**src/rtl/free_list_pkg.sv**
```systemverilog
// rtl/free_list_pkg.sv - shared sizes, tag/pointer types and the no-destination marker for the free list
package free_list_pkg;

  localparam int NUM_PHYS_REG = 64;
  localparam int NUM_ARCH_REG = 32;
  localparam int FL_SIZE      = NUM_PHYS_REG - NUM_ARCH_REG;

  localparam int TAG_W    = $clog2(NUM_PHYS_REG);
  localparam int PHYS_REG = TAG_W + 1;
  localparam int PTR_W    = $clog2(FL_SIZE) + 1;

  // All-ones marks "instruction had no destination" on the retire path
  localparam logic [PHYS_REG-1:0] DUMMY_REG = '1;

  typedef logic [TAG_W-1:0] tag_t;
  typedef logic [PTR_W-1:0] fl_ptr_t;

endpackage

```
**src/rtl/free_list.sv**
```systemverilog
// rtl/free_list.sv - circular free-tag FIFO with a single head-pointer branch checkpoint
module free_list
  import free_list_pkg::*;
(
  input  logic                clock,
  input  logic                reset,
  input  logic                enable,
  input  logic                dispatch_en,
  input  logic                retire_en,
  input  logic [PHYS_REG-1:0] T_old_in,
  input  logic                checkpoint_en,
  input  logic                branch_mispredict,
  output logic [PHYS_REG-1:0] T_new_out,
  output logic                T_new_valid,
  output logic [PTR_W-1:0]    free_count,
  output logic                fl_empty
);

  tag_t    entries_q [FL_SIZE];
  tag_t    entries_d [FL_SIZE];
  fl_ptr_t head_q, head_d;
  fl_ptr_t tail_q, tail_d;
  fl_ptr_t ckpt_q, ckpt_d;
  fl_ptr_t count_q, count_d;

  logic push_req, push, pop, mispredict;

  assign fl_empty    = (count_q == '0);
  assign T_new_valid = !fl_empty;
  assign T_new_out   = {1'b0, entries_q[head_q[PTR_W-2:0]]};
  assign free_count  = count_q;

  always_comb begin
    mispredict = enable && branch_mispredict;
    push_req   = enable && retire_en && (T_old_in != DUMMY_REG);
    push       = push_req && (count_q != fl_ptr_t'(FL_SIZE));
    pop        = enable && dispatch_en && !fl_empty && !branch_mispredict;

    entries_d = entries_q;
    if (push) begin
      entries_d[tail_q[PTR_W-2:0]] = T_old_in[TAG_W-1:0];
    end
    tail_d = tail_q + fl_ptr_t'(push);

    // The checkpoint is taken from the start-of-cycle head; a mispredict in
    // the same cycle keeps the old snapshot so the restore target is stable.
    ckpt_d = (enable && checkpoint_en && !branch_mispredict) ? head_q : ckpt_q;

    if (mispredict) begin
      head_d  = ckpt_q;
      count_d = tail_d - ckpt_q;
    end else begin
      head_d  = head_q + fl_ptr_t'(pop);
      count_d = count_q + fl_ptr_t'(push) - fl_ptr_t'(pop);
    end
  end

  always_ff @(posedge clock) begin
    if (reset) begin
      for (int i = 0; i < FL_SIZE; i++) begin
        entries_q[i] <= tag_t'(NUM_ARCH_REG + i);
      end
      head_q  <= '0;
      tail_q  <= fl_ptr_t'(FL_SIZE);
      ckpt_q  <= '0;
      count_q <= fl_ptr_t'(FL_SIZE);
    end else begin
      entries_q <= entries_d;
      head_q    <= head_d;
      tail_q    <= tail_d;
      ckpt_q    <= ckpt_d;
      count_q   <= count_d;
    end
  end

  always_ff @(posedge clock) begin
    if (!reset) begin
      assert (!(push_req && count_q == fl_ptr_t'(FL_SIZE)))
        else $error("free_list: push while full, tag dropped");
      assert (count_q == fl_ptr_t'(tail_q - head_q))
        else $error("free_list: free_count disagrees with tail-head");
    end
  end

endmodule

```
**config.mk**
```make
export PLATFORM = sky130hd
export DESIGN_NAME = free_list
export DESIGN_NICKNAME = d
export VERILOG_FILES = /design/src/rtl/free_list_pkg.sv /design/src/rtl/free_list.sv
export SDC_FILE = /design/constraint.sdc
export NUM_CORES = 1
export LEC_CHECK = 0
export ABC_AREA = 1
export BUFFER_PORTS_ARGS = -buffer_cell sky130_fd_sc_hd__buf_2
export CAP_MARGIN = 20
export CORE_ASPECT_RATIO = 1.1
export CORE_MARGIN = 4
export CORE_UTILIZATION = 40
export DETAILED_ROUTE_END_ITERATION = 10
export PLACE_DENSITY = 0.55
export SYNTH_ARGS = -nofsm -noshare
export SYNTH_HDL_FRONTEND = slang
export SYNTH_SLANG_ARGS = --single-unit
```
**constraint.sdc**
```tcl
create_clock -name clock -period 3.45 [get_ports clock]
set_input_delay 1.035 -clock clock [delete_from_list [all_inputs] [get_ports clock]]
set_output_delay 1.035 -clock clock [all_outputs]
set_load 0.005 [all_outputs]
```
==> flow_metrics.tcl, run 1 <==
set metrics [dict create \
    seqCellArea_mm2 0.00433 \
    clock_path_buffers 3 \
    crit_top_cell "nand2_1" \
    start_util_pct 40.6 \
    layout-drive-gt1-share_pct 9.16 \
    path_clk_slew_ps 60 \
    critPathSlowestCell "dfxtp_4" \
    overflow 0 \
    yosysTopAreaCellShare_pct 40.9 \
    drv_cap 0 \
    worstSkewPairLatency_ps 530 \
    power.leakage_nw 5.87 \
    grt_max_degree 92 \
    post_drt_wl_per_cell_um 16.2 \
    cts_buffers 25 \
    cts_tree "done" \
    synth.most_common_cell "nand2_1" \
    synth_area_per_cell_um2 6.58 \
    setup_tns_ps 0 \
    antenna_left 0 \
    place_congestion 0.815 \
    worst_pin_slew_ps 551 \
    nNetsFinal 1644 \
    yosys_most_used_dff "dfxtp_1" \
    fin_util_pct 46.0 \
    crit_fanout 29 \
    synth-edff-count 0 \
    hold_viol_final 0 \
    htreeDepth 1 \
    syn2layout_area_growth_pct 13.5 \
    post-route-min-period_ps 3270 \
    synth_area_mm2 0.0106 \
    die-area_mm2 0.0291 \
    hold_end "entries_q[121]" \
    fill_cells 2772 \
    setup_viol 0 \
    drtIter0Drc 713 \
    critPathArrivalTime_ps 2230 \
    drc 0 \
    io_pins 29 \
    vias_per_cell 5.06 \
    antenna_found_initial 0 \
    core_area_mm2 0.0261 \
    cp-end-kind "primary output" \
    period_share_pct 94.7 \
    synth_largest_area_cell "dfxtp_1" \
    async_reset_ff_share_pct 0 \
    status "complete, no violations" \
    yosys-top-cells-count "nand2_1 (430), nor2_1 (319), dfxtp_1 (216)" \
    hold_depth 2 \
    multi_input_area_mm2 0.00546 \
    peakVddDrop_mv 0.242 \
    synthTopCellsByArea "dfxtp_1 (41%), nand2_1 (15%), nor2_1 (11%)" \
    synth_fp_nets 1641 \
    synth_seq_cells 216 \
    yosys_warnings 0 \
    yosysUniqueCellTypes 31 \
    grt_pass1_wl_um 51200 \
    crit_type "flop to primary output" \
    diodes 0 \
    grtUsageTotal_pct 21.8 \
    die-width_um 163 \
    grt_pass1_vias 9477 \
    die_y_um 179 \
    first_pass_iters 5 \
    rsz0062_at_grt "false" \
    ys_seq_area_share_pct 40.9 \
    cts.sinks 216 \
    num_vias 10000 \
    relSlewSlack_pct 63.2 \
    worstPathCellList "buf_4 -> clkbuf_16 -> nand2_1 -> nand3_1 -> nand3_1 -> nand2_1 -> nor2_1 -> nand2_1 -> nand2_1 -> inv_1 -> buf_2" \
    min_from "entries_q[121]" \
    max_freq_ghz 0.306 \
    ff2ff_path_depth 18 \
    r2r_end "free_count[5]" \
    r2r_slack_ps 540 \
    io_buffers 27 \
    slew_viol_final 0 \
    hold_class "flop to flop" \
    hpwlAfterDp_um 20700 \
    cts-root-buf "clkbuf_16" \
    wirelength_um 32100 \
    crit_path_start_kind "flop" \
    synthCells 1607 \
    critical_path.max_stage_delay_ps 370 \
    required_ps 2410 \
    fin_skew_ps 7.94 \
    rows 62 \
    cts_hold_buf 0 \
    cellPowerDensity_mw_per_mm2 535 \
    r2r_start "free_count[3]" \
]
flip-flops by register name (all words and copies together) (netlist names):
signal and cells:
tail_q 6, ckpt_q 6, head_q 6, entries_q 192, free_count 6
power breakdown:
| part | internal, W | switching (W) | total [W] |
|---|---|---|---|
| Combinational | 0.000329 | 0.000696 | 0.00102 |
| Sequential | 0.00255 | 0.0000372 | 0.00258 |
| Clock | 0.00173 | 0.00108 | 0.00281 |
worst max path at each step:
stage | start | endpoint
3_3_place_gp | T_old_in[5] | free_count[5]
6_report | head_q[0] | T_new_out[0]
3_5_place_dp | T_old_in[5] | free_count[5]
2_1_floorplan | T_old_in[5] | free_count[4]
4_1_cts | head_q[0] | T_new_out[5]
5_1_grt | head_q[0] | T_new_out[0]
area by class of cell:
cell class	count	share of cell area, %
Clock buffer	33	5.88
Sequential cell	216	36.1
Clock inverter	11	1.36
Timing Repair Buffer	61	3.98
Multi-Input combinational cell	1193	45.5
Inverter	113	3.56
Tap cell	352	3.67
cells by family (layout without fill, tap and decap cells):
family          Yosys count  after routing  synth area share [%]
simple gates            963            963                  38.1
flops                   216            216                  40.9
compound gates          203            203                  10.4
buf+inv                 198            218                  7.54
fa+ha+maj                20             20                  2.51
xor+xnor                  6              6                 0.497
other cells               1              1                0.0355
cell usage in the layout (no fill, tap or decap), drive strengths merged:
| cell | netlist | layout |
|---|---|---|
| o21ai | 132 | 132 |
| xor2 | 4 | 4 |
| o211ai | 31 | 31 |
| o21bai | 1 | 1 |
| nand2 | 447 | 447 |
| inv | 112 | 113 |
| clkinv | 1 | 7 |
| or2 | 2 | 2 |
| dfxtp | 216 | 216 |
| nor3 | 4 | 4 |
| bufinv | 0 | 4 |
| nor2 | 320 | 320 |
| nand4 | 13 | 13 |
| a21oi | 38 | 38 |
| clkbuf | 58 | 34 |
| nand3 | 177 | 177 |
| o21a | 1 | 1 |
| buf | 27 | 60 |
| ha | 18 | 18 |
| fa | 2 | 2 |
| conb | 1 | 1 |
| xnor2 | 2 | 2 |
per-stage QoR:
stage	power, W	hold slack, ps	instance area [um^2]	setup slack, ps	std cells
2_1_floorplan	0.00331	424	10600	87.8	1607
3_3_place_gp	0.00364	440	11100	147	1932
3_5_place_dp	0.00365	442	11100	134	1932
4_1_cts	0.00648	457	12000	5.69	1976
5_1_grt	0.00672	482	12000	31.5	1979
6_report	0.00642	458	12000	183	1979
critical path: cells and delay by family, from the launching register on:
family,cells,cell delay (ps)
buffers and inverters,4,560
flip-flops,1,370
AND/OR/NAND/NOR,7,790
per-layer routing:
metal / vias up / GRT usage (%) / part of all wire (%)
met5: - / 0 / 0
li1: 5144 / - / -
met3: 48 / 2.87 / 4.4
met2: 205 / 36.7 / 46
met1: 4622 / 29.4 / 47
met4: 0 / 6.19 / 2.5
timing repair:
item                       4_1_cts  5_1_grt
setup buffers                    0        2
hold endpoints to repair         0        0
setup endpoints to repair        1        6
pin swaps                        0        0
resized for setup                1        2
gates cloned                     0        1
No activity file was read; power rests on OpenSTA's default activity.
==> inputs of run 2 (changes only) <==
--- a/config.mk
+++ b/config.mk
@@ -5,7 +5,6 @@
 export SDC_FILE = /design/constraint.sdc
 export NUM_CORES = 1
 export LEC_CHECK = 0
-export ABC_AREA = 1
 export BUFFER_PORTS_ARGS = -buffer_cell sky130_fd_sc_hd__buf_2
 export CAP_MARGIN = 20
 export CORE_ASPECT_RATIO = 1.1
==> constraint.sdc (replaced) <==
create_clock -name clock -period 3.45 [get_ports clock]
set_input_delay 1.035 -clock clock [delete_from_list [all_inputs] [get_ports clock]]
set_output_delay 1.035 -clock clock [all_outputs]
set_load 0.01 [all_outputs]
==> run 2 against run 1 <==
  * The flow now finishes with violations (negative setup slack)
  * Fmax fell by 9.2%
  * Critical path depth down 4
  * Design area decreased by 6.7%
  * Highest routed layer unchanged
  * Global-route usage fell by 1.4 points
  * Sequential power hardly changed
  * Non-clock buffer count grew 11
  * Sequential cell count unchanged
  * Combinational power fell by 33%
  * Core utilization rose by 0.75 points
  * Die area is 7.0% lower
==> flow_metrics.tcl, run 2 <==
set metrics [dict create \
    synth-edff-count 0 \
    fin_cells 1434 \
    fill_cells 2389 \
    htreeDepth 1 \
    yosys_warnings 0 \
    yosysUniqueCellTypes 47 \
    synth.most_common_cell "dfxtp_1" \
    worst_pin_slew_ps 849 \
    overflow 0 \
    start_util_pct 41.0 \
    yosysTopAreaCellShare_pct 44.1 \
    r2r_slack_ps 420 \
    grtUsageTotal_pct 20.4 \
    worstPathCellList "buf_12 -> buf_16 -> mux4_2 -> mux4_2 -> nand2_2 -> nand3_2 -> buf_6" \
    crit_top_cell "mux4_2" \
    setup_viol 6 \
    regMostFlops "entries_q" \
    yosys-top-cells-count "dfxtp_1 (216), a21oi_1 (210), nor3_1 (114)" \
    cts.sinks 216 \
    path_buf_inv 3 \
    synth_seq_cells 216 \
    async_reset_ff_share_pct 0 \
    critPathSlowestCell "mux4_2" \
    num_vias 8036 \
    status "complete, but fails checks" \
    rows 59 \
    drc 0 \
    ys_seq_area_share_pct 44.1 \
    io_pins 29 \
    crit_start "head_q[0]" \
    die_y_um 172 \
    hpwlAfterDp_um 17800 \
    die-width_um 157 \
    drv_cap 0 \
    die-area_mm2 0.0271 \
    cellPowerDensity_mw_per_mm2 508 \
    swShare_pct 25.9 \
    place_congestion 0.814 \
    cpLargestDelayFamily "multiplexers" \
    crit_path_start_kind "flop" \
    layout-drive-gt1-share_pct 14.4 \
    p_comb_share_pct 12.0 \
    grt_pass1_wl_um 44000 \
    synthCells 1107 \
    wirelength_um 27600 \
    synth_largest_area_cell "dfxtp_1" \
    dp.cells 1385 \
    synth_area_per_cell_um2 8.85 \
    rsz0062_at_grt "true" \
    p_sw_w 0.00147 \
    setup_ws_ps -146 \
    pwr-share-seq_pct 45.2 \
    max_freq_ghz 0.278 \
    cts-root-buf "clkbuf_16" \
    r2r_start "free_count[3]" \
    peakVddDrop_mv 0.231 \
    worstSkewPairLatency_ps 510 \
    violations "negative setup slack" \
    worstSetupEndpoint "T_new_out[5]" \
    period_share_pct 104 \
    slew_viol_final 0 \
    power.leakage_nw 3.71 \
    antenna_found_initial 0 \
    hold_viol_final 0 \
    cell_internal_pwr_w 0.00422 \
    cts_buffers 24 \
    grt_pass1_vias 7740 \
    first_pass_iters 5 \
    core_area_mm2 0.0239 \
    ff2ff_path_depth 14 \
    post_drt_wl_per_cell_um 19.3 \
    io_buffers 27 \
    path_depth 7 \
    clock_path_buffers 3 \
    synth_area_mm2 0.00980 \
    cts_tree "done" \
    path_clk_slew_ps 60 \
    grt_max_degree 87 \
    yosys_most_used_dff "dfxtp_1" \
    largest_reg_flops 192 \
    antenna_left 0 \
    critPathArrivalTime_ps 2560 \
    vias_per_cell 5.60 \
    finalInstanceArea_mm2 0.0112 \
    cp-end-kind "primary output" \
    crit_fanout 7 \
    synthTopCellsByArea "dfxtp_1 (44%), a21oi_1 (11%), mux2i_1 (6.0%)" \
    layout_commonest_cell "dfxtp_1" \
    post-route-min-period_ps 3600 \
    critical_path.max_stage_delay_ps 530 \
    nNetsFinal 1146 \
    syn2layout_area_growth_pct 14.2 \
    diodes 0 \
    crit_type "flop to primary output" \
    hold_class "flop to flop" \
    synth_fp_nets 1141 \
    required_ps 2410 \
    clockPowerShare_pct 42.8 \
    placed_area_mm2 0.0103 \
    r2r_end "free_count[5]" \
    drtIter0Drc 591 \
    relSlewSlack_pct 43.2 \
    fin_skew_ps 10.7 \
    final_cell_mix "dfxtp_1 (214), a21oi_1 (210), nor3_1 (114), nand2_1 (102), o21ai_0 (60)" \
]
[run 2: changes by cell type after synthesis, sizes merged, moves of 11 or more]
cell / change
nand2: -340
nor2: -255
a21oi: +172
nand3: -147
nor3: +110
inv: -97
o21ai: -61
mux2i: +59
mux4: +30
o211ai: -30
a22oi: +12
nand4: -11
[run 2: worst min path at each step]
stage / from / to / slack (ps) / cells past startpoint
2_1_floorplan: ckpt_q[2] / ckpt_q[2] / 440 / 2
3_3_place_gp: ckpt_q[2] / ckpt_q[2] / 450 / 2
3_5_place_dp: ckpt_q[2] / ckpt_q[2] / 450 / 2
4_1_cts: ckpt_q[2] / ckpt_q[2] / 460 / 2
5_1_grt: ckpt_q[2] / ckpt_q[2] / 470 / 2
6_report: ckpt_q[2] / ckpt_q[2] / 460 / 2
[run 2: logic make-up after synthesis]
group / Yosys count / synth area share [%]
compound gates: 308 / 16.6
other cells: 1 / 0.0383
simple gates: 349 / 16.6
buf+inv: 108 / 4.70
fa+ha+maj: 20 / 2.71
flops: 216 / 44.1
xor+xnor: 15 / 1.48
mux: 90 / 13.6
[run 2: stage by stage]
stage                     utilization [%]  setup slack [ps]  total power (W)  TNS, ps  hold slack [ps]
final                                46.8              -146          0.00569     -791              459
after global routing                 46.8              -210          0.00591    -1080              474
after CTS                            46.8              -185          0.00575     -960              455
after detailed placement             42.9              41.8          0.00327        0              447
after global placement               42.9              86.4          0.00326        0              448
after floorplan                         -               142          0.00305        0              436
[run 2: metal layers]
layer | GRT usage (%) | part of all wire (%) | wire length, um
met5 | 0 | 0 | 0
met4 | 5.20 | 2.0 | 541
met3 | 2.65 | 4.6 | 1260
met2 | 33.6 | 47 | 13000
met1 | 28.4 | 46 | 12800
[run 2: worst register-to-register path: stages (launching register included)]
cell and delay [ps]:
dfxtp_1 330, inv_1 80, ha_1 170, nand4bb_1 330
o211ai_1 250, inv_1 70, ha_1 210, ha_1 220
xor2_1 170, ha_1 380, o21ai_0 90, a21oi_1 120
o22ai_1 100, nor4b_1 310, nor3_1 100
[run 2: power by group through the flow]
| stage | registers, W | clock network (W) | logic, W |
|---|---|---|---|
| 4_1_cts | 0.00257 | 0.00249 | 0.000690 |
| 2_1_floorplan | 0.00262 | 0 | 0.000431 |
| 3_5_place_dp | 0.00262 | 0 | 0.000643 |
| 3_3_place_gp | 0.00262 | 0 | 0.000642 |
| 5_1_grt | 0.00257 | 0.00258 | 0.000751 |
| 6_report | 0.00257 | 0.00244 | 0.000684 |
[run 2: layout make-up]
| cell class | instances | area [um^2] | area share, % |
|---|---|---|---|
| inverter | 15 | 56.3 | 0.503 |
| multi-input combinational | 783 | 5050 | 45.1 |
| sequential | 216 | 4330 | 38.7 |
| timing repair buffer | 72 | 633 | 5.66 |
| tap | 305 | 382 | 3.41 |
| clock buffer | 38 | 714 | 6.38 |
| clock inverter | 5 | 30.0 | 0.268 |
[run 2: what timing repair did]
item / in CTS / in global routing
cloned: 3 / 0
hold buffers: 0 / 0
endpoints found under the setup margin: 6 / 6
pin swaps: 1 / 1
buffers inserted: 2 / 1
resized for setup: 31 / 0
